## config.mk

```make
export PLATFORM = sky130hd
export DESIGN_NAME = button_event_queue_flat
export DESIGN_NICKNAME = d
export VERILOG_FILES = /design/src/rtl/button_event_queue_if.sv /design/src/rtl/button_event_queue.sv /design/src/flat_wrapper.sv
export SDC_FILE = /design/constraint.sdc
export NUM_CORES = 1
export LEC_CHECK = 0
export CORE_MARGIN = 2
export CORE_UTILIZATION = 30
export DETAILED_ROUTE_END_ITERATION = 6
export GPL_ROUTABILITY_DRIVEN = 0
export PLACE_DENSITY = 0.54
export SLEW_MARGIN = 40
export SYNTH_ARGS = -nofsm -noshare
export SYNTH_HDL_FRONTEND = slang
export SYNTH_SLANG_ARGS = --single-unit
```

## constraint.sdc

```tcl
create_clock -name clk_in -period 7 [get_ports clk_in]
set_input_delay 0.7 -clock clk_in [delete_from_list [all_inputs] [get_ports clk_in]]
set_output_delay 0.7 -clock clk_in [all_outputs]
set_load 0.03 [all_outputs]
```

## src/rtl/button_event_queue_if.sv

```systemverilog
// Handshake bundle between the button event queue and its consumer.
//   btn_pulse : one-cycle press pulses, bit i = button i
//   pop       : consumer takes the head event this cycle
//   clr_ovf   : clears the sticky overflow flag
//   evt_valid : queue not empty, head event is on evt_id
//   evt_id    : button ID of the head event (show-ahead)
//   count     : queue occupancy, 0..DEPTH
//   overflow  : sticky, at least one press was dropped
// The master modport is the producer/consumer side; the slave modport is the queue.
interface button_event_queue_if #(
  parameter int NUM_BTN = 4,
  parameter int ID_W    = 2,
  parameter int AW      = 3
);
  logic [NUM_BTN-1:0] btn_pulse;
  logic               pop;
  logic               clr_ovf;
  logic               evt_valid;
  logic [ID_W-1:0]    evt_id;
  logic [AW:0]        count;
  logic               overflow;

  modport master (
    output btn_pulse, pop, clr_ovf,
    input  evt_valid, evt_id, count, overflow
  );

  modport slave (
    input  btn_pulse, pop, clr_ovf,
    output evt_valid, evt_id, count, overflow
  );
endinterface

```

## src/rtl/button_event_queue.sv

```systemverilog
// Button event queue: turns single-cycle press pulses from NUM_BTN buttons into
// button-ID events in a show-ahead FIFO. Each press first lands in a per-button
// pending flag; one pending button (lowest ID first) is moved into the FIFO per
// cycle whenever there is room, so simultaneous presses are serialized and a
// full FIFO only loses a press when the same button is pressed again.
// Ports:
//   clk_in : system clock, rising edge
//   rst    : asynchronous reset, active low, clears all state
//   bus    : slave side of button_event_queue_if (pulses, pop, clr_ovf in;
//            evt_valid, evt_id, count, overflow out)
module button_event_queue #(
  parameter int NUM_BTN = 4,
  parameter int ID_W    = 2,
  parameter int DEPTH   = 8,
  parameter int AW      = 3
) (
  input logic                clk_in,
  input logic                rst,
  button_event_queue_if.slave bus
);

  logic [NUM_BTN-1:0] pend_reg;
  logic [NUM_BTN-1:0] pend_next;
  logic [NUM_BTN-1:0] push_sel;
  logic [NUM_BTN-1:0] drop;
  logic [ID_W-1:0]    mem_reg [DEPTH];
  logic [AW-1:0]      wr_ptr_reg;
  logic [AW-1:0]      rd_ptr_reg;
  logic [AW:0]        count_reg;
  logic [AW:0]        count_next;
  logic               ovf_reg;
  logic               ovf_next;
  logic [ID_W-1:0]    sel;
  logic               any_pend;
  logic               pop_ok;
  logic               push;

  // Lowest-ID pending button wins: scan downwards so the last hit is the lowest.
  always_comb begin
    sel = '0;
    for (int i = NUM_BTN - 1; i >= 0; i--) begin
      if (pend_reg[i]) sel = ID_W'(i);
    end
  end

  assign any_pend = |pend_reg;
  assign pop_ok   = bus.pop && (count_reg != '0);
  // A pop in the same cycle frees the slot, so a full FIFO can still accept.
  assign push     = any_pend && ((count_reg != (AW+1)'(DEPTH)) || pop_ok);

  generate
    for (genvar gi = 0; gi < NUM_BTN; gi++) begin : g_btn
      assign push_sel[gi]  = push && (sel == ID_W'(gi));
      // A new pulse on the button being pushed re-arms its flag: no press lost.
      assign pend_next[gi] = (pend_reg[gi] & ~push_sel[gi]) | bus.btn_pulse[gi];
      assign drop[gi]      = bus.btn_pulse[gi] & pend_reg[gi] & ~push_sel[gi];
    end
  endgenerate

  always_comb begin
    count_next = count_reg;
    case ({push, pop_ok})
      2'b10:   count_next = count_reg + 1'b1;
      2'b01:   count_next = count_reg - 1'b1;
      default: count_next = count_reg;
    endcase
  end

  // A drop in the same cycle beats a clear request.
  always_comb begin
    ovf_next = ovf_reg;
    if (|drop)            ovf_next = 1'b1;
    else if (bus.clr_ovf) ovf_next = 1'b0;
  end

  always_ff @(posedge clk_in or negedge rst) begin
    if (!rst) begin
      pend_reg   <= '0;
      wr_ptr_reg <= '0;
      rd_ptr_reg <= '0;
      count_reg  <= '0;
      ovf_reg    <= 1'b0;
      // Storage is cleared too so evt_id reads 0 straight out of reset.
      for (int i = 0; i < DEPTH; i++) mem_reg[i] <= '0;
    end else begin
      pend_reg  <= pend_next;
      count_reg <= count_next;
      ovf_reg   <= ovf_next;
      if (push) begin
        mem_reg[wr_ptr_reg] <= sel;
        wr_ptr_reg          <= wr_ptr_reg + 1'b1;
      end
      if (pop_ok) rd_ptr_reg <= rd_ptr_reg + 1'b1;
    end
  end

  assign bus.evt_valid = (count_reg != '0);
  assign bus.evt_id    = mem_reg[rd_ptr_reg];
  assign bus.count     = count_reg;
  assign bus.overflow  = ovf_reg;

endmodule

```

## src/flat_wrapper.sv

```systemverilog
// flat-port wrapper written by rule: the top's interface ports become plain ports
module button_event_queue_flat 
#(
  parameter int NUM_BTN = 4,
  parameter int ID_W    = 2,
  parameter int DEPTH   = 8,
  parameter int AW      = 3
)
  (clk_in, rst, bus_btn_pulse, bus_pop, bus_clr_ovf, bus_evt_valid, bus_evt_id, bus_count, bus_overflow);
  button_event_queue_if #(.NUM_BTN(NUM_BTN), .ID_W(ID_W), .AW(AW)) bus_i ();
  input logic clk_in;
  input logic rst;
  input wire logic [$bits(bus_i.btn_pulse)-1:0] bus_btn_pulse;
  input wire logic [$bits(bus_i.pop)-1:0] bus_pop;
  input wire logic [$bits(bus_i.clr_ovf)-1:0] bus_clr_ovf;
  output wire logic [$bits(bus_i.evt_valid)-1:0] bus_evt_valid;
  output wire logic [$bits(bus_i.evt_id)-1:0] bus_evt_id;
  output wire logic [$bits(bus_i.count)-1:0] bus_count;
  output wire logic [$bits(bus_i.overflow)-1:0] bus_overflow;
  assign bus_i.btn_pulse = bus_btn_pulse;
  assign bus_i.pop = bus_pop;
  assign bus_i.clr_ovf = bus_clr_ovf;
  assign bus_evt_valid = bus_i.evt_valid;
  assign bus_evt_id = bus_i.evt_id;
  assign bus_count = bus_i.count;
  assign bus_overflow = bus_i.overflow;
  button_event_queue #(.NUM_BTN(NUM_BTN), .ID_W(ID_W), .DEPTH(DEPTH), .AW(AW)) u_core (.clk_in(clk_in), .rst(rst), .bus(bus_i));
endmodule
```

-- Word level (Yosys, flattened, before mapping)
Index checks and enable logic that the tools add are counted.
- $add $sub $neg: 4
- magnitude comparators: 3
- equal/unequal tests: 6
- multiplexer cells: 13
- bitwise logic cells: 22
- reduce and logical (&&, ||, !) cells: 14
- operator list (kind ; number):
    $bwmux W16 ; 1
    $mux W2 ; 7
    $and A1 B1 Y1 ; 12
    $ge A4 B4 Y1 const B ; 2
    $not A3 Y4 ; 2
    $pmux W4 S2 ; 1
    $reduce_or A4 Y1 ; 2
    $logic_and A1 B1 Y1 ; 7
    $add A3 B1 Y3 const B ; 2
    $bmux W2 S3 ; 1
    $demux W2 S3 ; 1
    $eq A2 B2 Y1 const B ; 3
    $add A4 B1 Y4 const B ; 1
    $eq A2 B1 Y1 const B ; 2
    $lt A4 B1 Y1 const B ; 1
    $ne A4 B4 Y1 const B ; 1
    $not A1 Y1 ; 4
    $or A1 B1 Y1 ; 4
    $reduce_bool A2 Y1 ; 2
    $reduce_bool A4 Y1 ; 1
    $sub A4 B1 Y4 const B ; 1
    $logic_not A2 Y1 ; 1
    $mux W1 ; 2
    $logic_or A1 B1 Y1 ; 1
- flip-flop bits (word level): 31
- output and inout bits: 8

-- Logic depth before layout (Yosys ltp)
- depth after elaboration: 10
- depth in mapped cells: 10
- mapped depth without buffers: 10

-- Least setup slack after synthesis
Ideal clock, no wire load.
- path kind: flip-flop to flip-flop
- start point: register u_core.count_reg[2], in the netlist u_core.bus.count[2]
- end point: register u_core.count_reg[2], in the netlist u_core.bus.count[2]
- library setup time: 138 ps
- arrival time: 2272 ps
- required time: 6862 ps
- slack: 4590 ps
- stages on the path, launching flop included: 10
- path buffers: 0
- clock period less this slack: 2410 ps
- cell sequence: dfrtp_1 > or3_4 > o21a_1 > ha_1 > xor2_1 > ha_1 > a21oi_1 > xor2_1 > nor2_1 > xor2_1
- cells in the longest elaborated chain, start to end: 6
- elaborated cells on any way between the ends: 11
- classes of those cells: add/sub (2); eq/ne (3); mux (1); reduce/logical (5)
- RTL lines (item ; RTL line ; text):
    start, declared ; button_event_queue.sv:29 ; logic [AW:0] count_reg;
    start signal, assigned ; button_event_queue.sv:87 ; count_reg <= count_next;
    $reduce_bool A4 Y1 * ; button_event_queue.sv:47 ; assign pop_ok = bus.pop && (count_reg != '0);
    $logic_and A1 B1 Y1 * ; button_event_queue.sv:47 ;
    via u_core.pop_ok ; button_event_queue.sv:35 ; logic pop_ok;
    $logic_or A1 B1 Y1 ; button_event_queue.sv:49 ; assign push = any_pend && ((count_reg != (AW+1)'(DEPTH)) || pop_ok);
    $logic_and A1 B1 Y1 ; button_event_queue.sv:49 ;
    $eq A2 B1 Y1 / $eq A2 B2 Y1 (equally long branches) ; button_event_queue.sv:62 ; case ({push, pop_ok})
    $pmux W4 S2 / $reduce_bool A2 Y1 (equally long branches) ; - ;
The timed path passes the listed nets; every way through them passes the cells marked *.
A chain may end at the register's enable or synchronous reset.

-- Final worst setup path
- start point: register u_core.rd_ptr_reg[0]
- end point: output bus_evt_id[1]
- cells in the longest elaborated chain, start to end: 4
- RTL lines (item ; RTL line ; text):
    start, declared ; button_event_queue.sv:28 ; logic [AW-1:0] rd_ptr_reg;
    start signal, assigned ; button_event_queue.sv:93 ; if (pop_ok) rd_ptr_reg <= rd_ptr_reg + 1'b1;
    $not A3 Y4 (implied by the code) ; button_event_queue.sv:98 ; assign bus.evt_id = mem_reg[rd_ptr_reg];
    $bmux W2 S3 ; button_event_queue.sv:98 ;
    $mux W2 (implied by the code) (2 in a row) ; button_event_queue.sv:98 ;
    end, declared ; flat_wrapper.sv:17 ; output wire logic [$bits(bus_i.evt_id)-1:0] bus_evt_id;
Every way passes these cells. The select of a mux whose other input is x is not followed.

==> qor.txt <==
DRC Markers = 0
Worst Hold Class = reg -> reg
Antenna diodes = 0
Die X = 77.4 µm
combinational share of power = 0.403
die footprint = 5990 µm²
Sequential Power Share = 0.387
post-synthesis sequential area ratio = 0.480
router iterations before antenna repair = 4
first-pass GRT wire length = 4920 µm
average routed wire per standard cell = 14.1 µm
synth unique cells = 37
clock root cell = clkbuf_8
most common cell after layout, fill and taps aside = dfrtp_1
CP Max Fanout = 6
fin util = 0.382
LEAKAGE = 0.835 nW
Clock H-tree levels = 2
routed vias/inst = 4.80
fin crit period = 2.97 ns
CP required = 6.30 ns
max-slew violation count = 0
cts repair resizes = 0
sw power = 312 µW
initial DRC count = 47
GRT overflow = 0
Finish-stage setup viols = 0
cts hold-fix bufs = 0
largest net degree at the start of global routing = 32
Cells after Synth = 124
total power draw = 881 µW
Num CTS Buffers = 5
Initial Utilization = 0.314
maximum vdd drop = 0.129 mV
# Post-CTS Setup Buffers = 0
vias in the first global route = 1011
most frequent cells in the layout = dfrtp_1 (31), clkdlybuf4s50_1 (15), mux2_1 (12)
Final Hold Fails = 0
Power Density = 449 nW/µm²
initial antenna violation count = 0
#FFs+latches synth = 31
area delta synth->final = 21.5%
max FFs per register = 16
HPWL Detailed = 2160 µm
ANT nets after route = 0
Syn Nets = 137
internal power = 569 µW
Buffers on Ports = 15
max-cap violations = 0
Worst slew margin = 0.589
Ports = 16
critical path arrival = 2.27 ns
CTS tree = done
vias = 1028
clock power share = 0.210
nets = 156
Switching Fraction = 0.354
CTS clk-pin slew, worst paths = 0.07 ns
Crit. End Element = output port
core box area = 5140 µm²
total wire length = 3010 µm
Max Clock Skew = 0.00172 ns
Max clock buf depth = 2
Slew @ Worst Pin = 0.614 ns
GRT Total Usage = 0.108
fmax = 336 MHz
Final period util = 0.425
Die Ht = 77.4 µm
Synth warnings = 0
Rows = 26
Cell Area, Synth = 1620 µm²
Worst-Skew Late Latency = 0.29 ns
setup tns final = 0 ns
Avg Synthesized Cell Area = 13.0 µm²
Critical Path Start Type = flip-flop
CP Cell Sequence = mux4_2 -> mux2_2 -> clkdlybuf4s50_1
slowest library cell on the worst path = clkdlybuf4s50_1
critical path type = reg -> out
clk sinks = 31
unrepaired setup endpoints after global routing = no
CP max stage delay = 0.59 ns
share of cells above drive strength 1 = 0.215
status = finished clean
metrics by stage:
step	setup slack [ns]	hold slack, ns	cell area (µm²)	instances
2_1_floorplan	4.59	0.404	1620	124
3_3_place_gp	4.16	0.465	1840	206
3_5_place_dp	4.11	0.474	1840	206
4_1_cts	4.01	0.490	1960	214
5_1_grt	3.96	0.511	1960	214
6_report	4.03	0.487	1960	214
synth_stat cells (all sizes together):
cell type	number	area share
clkbuf	3	0.0070
nor2b	3	0.012
and4b	2	0.017
mux4	4	0.056
nand2	6	0.014
a21o	2	0.0093
a32oi	1	0.0054
or4	1	0.0046
ha	5	0.039
o32ai	1	0.0054
nor4	1	0.0077
clkinv	1	0.0054
nor2	5	0.012
nand3	2	0.0062
a21oi	3	0.0093
buf	1	0.0031
and3	1	0.0039
nand2b	3	0.012
o211ai	1	0.0046
o21ai	3	0.0093
a31oi	2	0.0077
o21a	3	0.019
dfrtp	31	0.48
nor3	1	0.0031
nor4b	3	0.028
or3	2	0.011
mux2	20	0.15
xnor2	4	0.022
nand4	1	0.0039
xor2	5	0.027
or2	1	0.0039
inv	2	0.0046
cell families after synthesis:
| logic type | after synthesis | synth area share |
|---|---|---|
| adder cells (fa/ha/maj) | 5 | 0.0387 |
| AND/OR/NAND/NOR | 32 | 0.138 |
| XOR/XNOR | 9 | 0.0488 |
| AO/OA/AOI/OAI | 16 | 0.0697 |
| flip-flops | 31 | 0.480 |
| multiplexers | 24 | 0.204 |
| buffers and inverters | 7 | 0.0201 |
worst paths after layout:
| kind | from | endpoint | slack, ns | depth (start not counted) |
|---|---|---|---|---|
| setup / recovery | u_core.rd_ptr_reg[0] | bus_evt_id[1] | 4.03 | 3 |
| hold / removal | u_core.mem_reg[7] | u_core.mem_reg[7] | 0.49 | 1 |
| setup reg to reg | u_core.bus.count[1] | u_core.bus.count[2] | 4.57 | 9 |
| hold reg to reg | u_core.mem_reg[7] | u_core.mem_reg[7] | 0.49 | 1 |
| max in group asynchronous | rst | u_core.rd_ptr_reg[2] | 5.89 | 2 |
| min in group asynchronous | rst | u_core.pend_reg[0] | 0.82 | 2 |
final cells by class:
class	instances	area, µm²
clock inverters	2	35.0
clock buffers	6	82.6
inverters	3	16.3
fillers	532	3180
well taps	70	87.6
repair buffers	16	158
multi-input cells	86	807
flip-flops and latches	31	776
per-layer routing:
layer	track usage	share of wire	vias to the layer above
met5	0	0	-
met1	0.132	0.45	515
met3	0.0360	0.044	5
li1	-	-	491
met4	0.0482	0.020	0
met2	0.175	0.49	17
power groups by stage:
stage	Sequential [mW]	Combinational (mW)	Clock (mW)
finish	0.341	0.355	0.185
global placement	0.338	0.355	0
detailed placement	0.344	0.360	0
floorplan	0.321	0.275	0
CTS	0.341	0.361	0.189
global route	0.355	0.386	0.197
critical path: cells and delay by family (launching register included):
family / cells / cell delay (ns)
buffers and inverters: 1 / 0.59
flip-flops: 1 / 0.55
multiplexers: 2 / 0.85
(Power assumes the default switching activity.)
